===== src/rtl/load_store_unit_if.sv =====
// Word-addressed memory bus between the load/store unit (master) and the memory side (slave).
interface load_store_unit_if;
  localparam int unsigned AW  = 32;
  localparam int unsigned DW  = 32;
  localparam int unsigned BEW = DW / 8;

  logic           bus_req;
  logic           bus_we;
  logic [AW-1:0]  bus_addr;
  logic [BEW-1:0] bus_be;
  logic [DW-1:0]  bus_wdata;
  logic [DW-1:0]  bus_rdata;
  logic           bus_ack;

  modport master (
    output bus_req, bus_we, bus_addr, bus_be, bus_wdata,
    input  bus_rdata, bus_ack
  );

  modport slave (
    input  bus_req, bus_we, bus_addr, bus_be, bus_wdata,
    output bus_rdata, bus_ack
  );
endinterface


===== src/rtl/load_store_unit.sv =====
// Load/store unit: one outstanding access on a word bus with lane steering, load extension
// and an ack timeout. Define LSU_MISALIGN_TRAP_EN to trap misaligned H/W accesses instead.
module load_store_unit #(
  parameter int unsigned TIMEOUT_CYCLES = 255
) (
  input  logic              clk,
  input  logic              rst_n,
  input  logic              ex_valid,
  input  logic              mem_rd,
  input  logic              mem_wr,
  input  logic [2:0]        funct3,
  input  logic [31:0]       addr,
  input  logic [31:0]       wdata,
  output logic              stall,
  output logic [31:0]       ld_data,
  output logic              ld_valid,
  output logic              err,
  load_store_unit_if.master bus
);
  localparam int unsigned XLEN  = 32;
  localparam int unsigned BEW   = XLEN / 8;
  localparam int unsigned CNT_W = (TIMEOUT_CYCLES < 2) ? 1 : $clog2(TIMEOUT_CYCLES + 1);

  typedef enum logic [1:0] {ST_IDLE, ST_REQ, ST_DONE} state_e;

  state_e           state_q, state_d;
  logic [CNT_W-1:0] cnt_q, cnt_d;
  logic [2:0]       funct3_q, funct3_d;
  logic [1:0]       lane_q, lane_d;
  logic             is_load_q, is_load_d;
  logic             bus_req_q, bus_req_d;
  logic             bus_we_q, bus_we_d;
  logic [XLEN-1:0]  bus_addr_q, bus_addr_d;
  logic [BEW-1:0]   bus_be_q, bus_be_d;
  logic [XLEN-1:0]  bus_wdata_q, bus_wdata_d;
  logic [XLEN-1:0]  ld_data_q, ld_data_d;
  logic             ld_valid_q, ld_valid_d;
  logic             err_q, err_d;

  logic             start_c;
  logic             is_byte_c;
  logic             is_half_c;
  logic             misalign_c;
  logic             timeout_c;
  logic [1:0]       lane_c;
  logic [BEW-1:0]   be_c;
  logic [XLEN-1:0]  wdata_c;
  logic [7:0]       rd_byte_c;
  logic [15:0]      rd_half_c;
  logic [XLEN-1:0]  load_c;

  assign start_c   = ex_valid && (mem_rd || mem_wr);
  assign is_byte_c = (funct3[1:0] == 2'b00);
  assign is_half_c = (funct3[1:0] == 2'b01);
  assign timeout_c = (cnt_q == CNT_W'(TIMEOUT_CYCLES - 1));

  // Address bits finer than the access size never select a lane.
  assign lane_c = is_byte_c ? addr[1:0] : (is_half_c ? {addr[1], 1'b0} : 2'b00);

`ifdef LSU_MISALIGN_TRAP_EN
  assign misalign_c = (is_half_c && addr[0]) ||
                      (!is_byte_c && !is_half_c && (addr[1:0] != 2'b00));
`else
  assign misalign_c = 1'b0;
`endif

  // Store lane steering: byte enables plus replicated write data.
  always_comb begin
    be_c    = 4'b1111;
    wdata_c = wdata;
    if (is_byte_c) begin
      be_c    = 4'b0001 << lane_c;
      wdata_c = {4{wdata[7:0]}};
    end else if (is_half_c) begin
      be_c    = 4'b0011 << lane_c;
      wdata_c = {2{wdata[15:0]}};
    end
  end

  // Load lane select and sign/zero extension from the captured size and lane.
  always_comb begin
    rd_byte_c = bus.bus_rdata[7:0];
    case (lane_q)
      2'd1:    rd_byte_c = bus.bus_rdata[15:8];
      2'd2:    rd_byte_c = bus.bus_rdata[23:16];
      2'd3:    rd_byte_c = bus.bus_rdata[31:24];
      default: rd_byte_c = bus.bus_rdata[7:0];
    endcase
    rd_half_c = lane_q[1] ? bus.bus_rdata[31:16] : bus.bus_rdata[15:0];
    case (funct3_q[1:0])
      2'b00:   load_c = {{24{rd_byte_c[7] & ~funct3_q[2]}}, rd_byte_c};
      2'b01:   load_c = {{16{rd_half_c[15] & ~funct3_q[2]}}, rd_half_c};
      default: load_c = bus.bus_rdata;
    endcase
  end

  // Next-state and registered-output logic.
  always_comb begin
    state_d     = state_q;
    cnt_d       = cnt_q;
    funct3_d    = funct3_q;
    lane_d      = lane_q;
    is_load_d   = is_load_q;
    bus_req_d   = bus_req_q;
    bus_we_d    = bus_we_q;
    bus_addr_d  = bus_addr_q;
    bus_be_d    = bus_be_q;
    bus_wdata_d = bus_wdata_q;
    ld_data_d   = ld_data_q;
    ld_valid_d  = 1'b0;
    err_d       = 1'b0;
    stall       = 1'b0;

    case (state_q)
      ST_IDLE: begin
        if (start_c) begin
          stall     = 1'b1;
          funct3_d  = funct3;
          lane_d    = lane_c;
          is_load_d = mem_rd;
          if (misalign_c) begin
            // DONE keeps stall low for one cycle so the trapped instruction retires.
            err_d   = 1'b1;
            state_d = ST_DONE;
          end else begin
            bus_req_d   = 1'b1;
            bus_we_d    = !mem_rd;
            bus_addr_d  = {addr[31:2], 2'b00};
            bus_be_d    = be_c;
            bus_wdata_d = wdata_c;
            cnt_d       = '0;
            state_d     = ST_REQ;
          end
        end
      end
      ST_REQ: begin
        stall = 1'b1;
        if (bus.bus_ack) begin
          bus_req_d = 1'b0;
          state_d   = ST_DONE;
          if (is_load_q) begin
            ld_data_d  = load_c;
            ld_valid_d = 1'b1;
          end
        end else if (timeout_c) begin
          bus_req_d = 1'b0;
          err_d     = 1'b1;
          cnt_d     = cnt_q + CNT_W'(1);
          state_d   = ST_IDLE;
        end else begin
          cnt_d = cnt_q + CNT_W'(1);
        end
      end
      ST_DONE: begin
        state_d = ST_IDLE;
      end
      default: begin
        state_d = ST_IDLE;
      end
    endcase
  end

  always_ff @(posedge clk) begin
    if (!rst_n) begin
      state_q     <= ST_IDLE;
      cnt_q       <= '0;
      funct3_q    <= 3'b000;
      lane_q      <= 2'b00;
      is_load_q   <= 1'b0;
      bus_req_q   <= 1'b0;
      bus_we_q    <= 1'b0;
      bus_addr_q  <= '0;
      bus_be_q    <= '0;
      bus_wdata_q <= '0;
      ld_data_q   <= '0;
      ld_valid_q  <= 1'b0;
      err_q       <= 1'b0;
    end else begin
      state_q     <= state_d;
      cnt_q       <= cnt_d;
      funct3_q    <= funct3_d;
      lane_q      <= lane_d;
      is_load_q   <= is_load_d;
      bus_req_q   <= bus_req_d;
      bus_we_q    <= bus_we_d;
      bus_addr_q  <= bus_addr_d;
      bus_be_q    <= bus_be_d;
      bus_wdata_q <= bus_wdata_d;
      ld_data_q   <= ld_data_d;
      ld_valid_q  <= ld_valid_d;
      err_q       <= err_d;
    end
  end

  assign bus.bus_req   = bus_req_q;
  assign bus.bus_we    = bus_we_q;
  assign bus.bus_addr  = bus_addr_q;
  assign bus.bus_be    = bus_be_q;
  assign bus.bus_wdata = bus_wdata_q;
  assign ld_data       = ld_data_q;
  assign ld_valid      = ld_valid_q;
  assign err           = err_q;
endmodule


===== src/flat_wrapper.sv =====
// flat-port wrapper written by rule: the top's interface ports become plain ports
module load_store_unit_flat 
#(
  parameter int unsigned TIMEOUT_CYCLES = 255
)
  (clk, rst_n, ex_valid, mem_rd, mem_wr, funct3, addr, wdata, stall, ld_data, ld_valid, err, bus_bus_req, bus_bus_we, bus_bus_addr, bus_bus_be, bus_bus_wdata, bus_bus_rdata, bus_bus_ack);
  load_store_unit_if bus_i ();
  input  logic clk;
  input  logic rst_n;
  input  logic ex_valid;
  input  logic mem_rd;
  input  logic mem_wr;
  input  logic [2:0] funct3;
  input  logic [31:0] addr;
  input  logic [31:0] wdata;
  output logic stall;
  output logic [31:0] ld_data;
  output logic ld_valid;
  output logic err;
  output wire logic [$bits(bus_i.bus_req)-1:0] bus_bus_req;
  output wire logic [$bits(bus_i.bus_we)-1:0] bus_bus_we;
  output wire logic [$bits(bus_i.bus_addr)-1:0] bus_bus_addr;
  output wire logic [$bits(bus_i.bus_be)-1:0] bus_bus_be;
  output wire logic [$bits(bus_i.bus_wdata)-1:0] bus_bus_wdata;
  input wire logic [$bits(bus_i.bus_rdata)-1:0] bus_bus_rdata;
  input wire logic [$bits(bus_i.bus_ack)-1:0] bus_bus_ack;
  assign bus_bus_req = bus_i.bus_req;
  assign bus_bus_we = bus_i.bus_we;
  assign bus_bus_addr = bus_i.bus_addr;
  assign bus_bus_be = bus_i.bus_be;
  assign bus_bus_wdata = bus_i.bus_wdata;
  assign bus_i.bus_rdata = bus_bus_rdata;
  assign bus_i.bus_ack = bus_bus_ack;
  load_store_unit #(.TIMEOUT_CYCLES(TIMEOUT_CYCLES)) u_core (.clk(clk), .rst_n(rst_n), .ex_valid(ex_valid), .mem_rd(mem_rd), .mem_wr(mem_wr), .funct3(funct3), .addr(addr), .wdata(wdata), .stall(stall), .ld_data(ld_data), .ld_valid(ld_valid), .err(err), .bus(bus_i));
endmodule

===== config.mk =====
export PLATFORM = sky130hd
export DESIGN_NAME = load_store_unit_flat
export DESIGN_NICKNAME = d
export VERILOG_FILES = /design/src/rtl/load_store_unit_if.sv /design/src/rtl/load_store_unit.sv /design/src/flat_wrapper.sv
export SDC_FILE = /design/constraint.sdc
export NUM_CORES = 1
export LEC_CHECK = 0
export CORE_AREA = 5 5 110 137
export CTS_CLUSTER_DIAMETER = 200
export CTS_CLUSTER_SIZE = 12
export DETAILED_ROUTE_END_ITERATION = 16
export DIE_AREA = 0 0 115 142
export GPL_ROUTABILITY_DRIVEN = 0
export HOLD_SLACK_MARGIN = 0.02
export MAX_ROUTING_LAYER = met4
export PLACE_DENSITY = 0.73
export SLEW_MARGIN = 20
export SYNTH_ARGS = -nofsm -noshare
export SYNTH_HDL_FRONTEND = slang
export SYNTH_SLANG_ARGS = --single-unit

===== constraint.sdc =====
create_clock -name clk -period 1.6 [get_ports clk]
set_input_delay 0.32 -clock clk [delete_from_list [all_inputs] [get_ports clk]]
set_output_delay 0.32 -clock clk [all_outputs]
set_load 0.005 [all_outputs]

==> impl_results.md <==
- CTS max path bufs: 2
- Leakage power: between 4 and 5 nW
- R2R setup slack: -0.02 ns
- Avg WL per Cell: 16.8 um
- First-pass GRT wire length: between 20 and 30 mm
- CTS sink count: roughly 120
- Max incr delay on CP: 0.37 ns
- Yosys cell types: 48
- Most common cell after layout, fill and taps aside: nand2_1
- Worst clock skew: 0.00913 ns
- WP buf/inv: 1
- NumNets Final: 976
- Total power: 8.07 mW
- Via Count: 5382
- CTS Buf Count: 17
- Main synth FF type: dfxtp_1
- Max Cap Violations: 0
- Largest net degree at the start of global routing: 116
- Crit path kind: reg -> reg
- Area after DPL: between 7000 and 8000 um2
- Setup Buffers After CTS: 0
- Yosys warns: 0
- CP Launch Point: u_core.funct3_q[0]$_SDFFE_PN0P_
- Failing checks: setup timing
- Fill cells: around 1200
- Antenna Cells: 0
- RSZ-0062 raised after global routing: yes
- Worst path cell trace: nand2b_4 -> bufbuf_16 -> a22o_2 -> a222oi_1 -> a21oi_1
- Fin. Hold Viols: 0
- Most frequent cells in the layout: nand2_1, clkdlybuf4s50_1, dfxtp_1
- Gr ovfl total: 0
- Largest delay share family, worst path: compound AO/OA/AOI/OAI gates
- Initial core utilization: 0.388
- Fmax: approximately 620 MHz
- Flops & latches, synth: 118
- CTS tree: done
- Minimum clock period: 1.62 ns
- I/O Buffers: 207
- Crit path max fanout: 7
- WP data arrival: ~1.9 ns
- Critical Path RT: 1.87 ns
- Core ar.: roughly 14000 um2
- Mean number of vias per cell: 5.12
- Syn Area/Cell: 8.47 um2
- Num rows: 48
- Post-DP HPWL: 13.1 mm
- Area Growth Syn to Fin: 60.6%
- Power per cell area: 944 nW/um2
- Final instance area: 8540 um2
- ANT nets after route: 0
- TritonRoute pass-1 iters: 7
- Slowest-stage cell, CP: a222oi_1
- Max-slew violations: 0
- Post-synth EDFFs: 0
- Fraction of registers with async set/reset: 0
- Die Wd: ~120 um
- CTS H-tree depth: 4
- Io pins: 210
- Vias in the first global route: 5490
- Outcome: complete, but fails checks
- Cts hold-fix bufs: 0
- Hold_sp: rst_n
- Worst setup EP type: register
- CP startpoint kind: register
- Mapped cell area: 5320 um2
- Routed WL: 17.7 mm
- Launch point of the worst reg-to-reg path: u_core.funct3_q[0]$_SDFFE_PN0P_
- Full die area: approximately 16000 um2
- Worst skew pair latency: a little over 0.4 ns
- Hold WC Path Type: in -> reg
- DR iter-0 viols: roughly 310
- Post-Synthesis Cells: 628
- Max-slew headroom: 0.669
- Area of the multi-input gates: around 2700 um2
- Final worst-path cycle share: 1.01
- Die extent in y: about 140 um
- Worst Max-Slew Pin Slew: 0.495 ns
- Clk pin slew, worst setup/hold paths: 0.06 ns
- VDD IR-drop max: around 0.65 mV
- Register area: 2370 um2
- Clock Tree Root: clkbuf_16
- Residual DRC count: 0
- Antenna violations before repair: 0
- Fraction of layout cells with a size suffix above 1: 0.146
- Setup Viol. Count Final: 1
- Final WS setup: -0.0181 ns
- Tot GR Track Use: 0.221
- Seq/Total Area, Yosys: 0.444
[registers in the layout, summed over array words and instances, names as in the netlist]
signal and flops:
u_core.ld_data 32, u_core.is_load_q 1, u_core.bus.bus_addr 30, u_core.state_q 2, u_core.ld_valid 1, u_core.bus.bus_we 1, u_core.bus.bus_wdata 32, u_core.funct3_q 3
u_core.cnt_q 8, u_core.err 1, u_core.bus.bus_be 4, u_core.bus.bus_req 1, u_core.lane_q 2
[report_power, final]
group	switching (mW)	total [mW]	leakage, nW	internal, mW
combinational	0.553	1.26	2.91	0.703
sequential	0.0781	3.17	0.965	3.09
clock	1.30	3.64	0.272	2.35
[cell usage after synthesis, types with 4 or more instances]
library cell | count | area (um2)
o211a_1 | 17 | 170
a21boi_0 | 52 | 390
nand3_1 | 13 | 65.1
o21ai_0 | 51 | 255
a22o_2 | 6 | 60.1
a21oi_1 | 31 | 155
dfxtp_1 | 118 | 2360
nor3b_1 | 6 | 45.0
a31oi_1 | 7 | 43.8
nand2_1 | 155 | 582
and2_1 | 4 | 25.0
nand2b_1 | 7 | 43.8
mux2_2 | 6 | 67.6
mux2i_1 | 19 | 190
inv_1 | 5 | 18.8
xor2_1 | 6 | 52.6
buf_2 | 20 | 100
a222oi_1 | 6 | 60.1
clkbuf_1 | 27 | 101
nor3_1 | 6 | 30.0
nor2_1 | 17 | 63.8
a22oi_1 | 8 | 60.1
and3_1 | 4 | 25.0
ha_1 | 6 | 75.1
[kinds of logic after synthesis]
group	Yosys count	synth area share
adder cells (fa/ha/maj)	6	0.0141
buffers and inverters	58	0.0520
multiplexers	27	0.0555
XOR/XNOR	6	0.00988
AND/OR/NAND/NOR	224	0.183
flip-flops	118	0.444
other	1	0.000705
AO/OA/AOI/OAI	188	0.241
[through the flow]
| step | TNS [ns] | setup WS (ns) | cells | hold WS (ns) | utilization |
|---|---|---|---|---|---|
| floorplan | 0 | 0.0620 | 629 | 0.410 | - |
| global placement | -30.94 | -0.416 | 1020 | 0.449 | 0.577 |
| detailed placement | -33.02 | -0.455 | 1020 | 0.456 | 0.577 |
| CTS | 0 | 0.000319 | 1052 | 0.440 | 0.617 |
| global route | -0.217 | -0.0657 | 1052 | 0.458 | 0.624 |
| finish | -0.0181 | -0.0181 | 1052 | 0.437 | 0.624 |
[per-layer routing]
| metal | GRT usage | wire length [um] | vias to the layer above |
|---|---|---|---|
| met5 | - | 0 | - |
| met2 | 0.380 | 9210 | 191 |
| li1 | - | - | 2655 |
| met3 | 0.0553 | 1050 | 51 |
| met4 | 0.107 | 645 | 0 |
| met1 | 0.234 | 6770 | 2485 |
[cell type report]
cell class,count,share of cell area
Sequential cell,118,0.277
Multi-Input combinational cell,453,0.320
Clock inverter,9,0.0120
Inverter,5,0.00220
Clock buffer,22,0.0543
Tap cell,175,0.0256
Timing Repair Buffer,270,0.308
[tightest hold or removal path: cells and delay by family]
family                 cells  cell delay, ns
buffers and inverters      2            0.30
AO/OA/AOI/OAI              1            0.16
[worst paths after layout]
check,endpoint,cells past startpoint
max,u_core.ld_data[2]$_SDFFE_PN0P_,5
min reg2reg,u_core.bus.bus_wdata[25]$_SDFFE_PN0P_,2
max reg2reg,u_core.ld_data[2]$_SDFFE_PN0P_,5
min,u_core.bus.bus_addr[5]$_SDFFE_PN0P_,3
[timing repair]
| item | 4_1_cts | 5_1_grt |
|---|---|---|
| endpoints found under the setup margin | 74 | 63 |
| resized for setup | 70 | 33 |
| gates cloned | 1 | 0 |
| hold endpoints to repair | 0 | 0 |
| pin swaps | 2 | 5 |
Note: power is estimated with default switching activity, not from simulation.
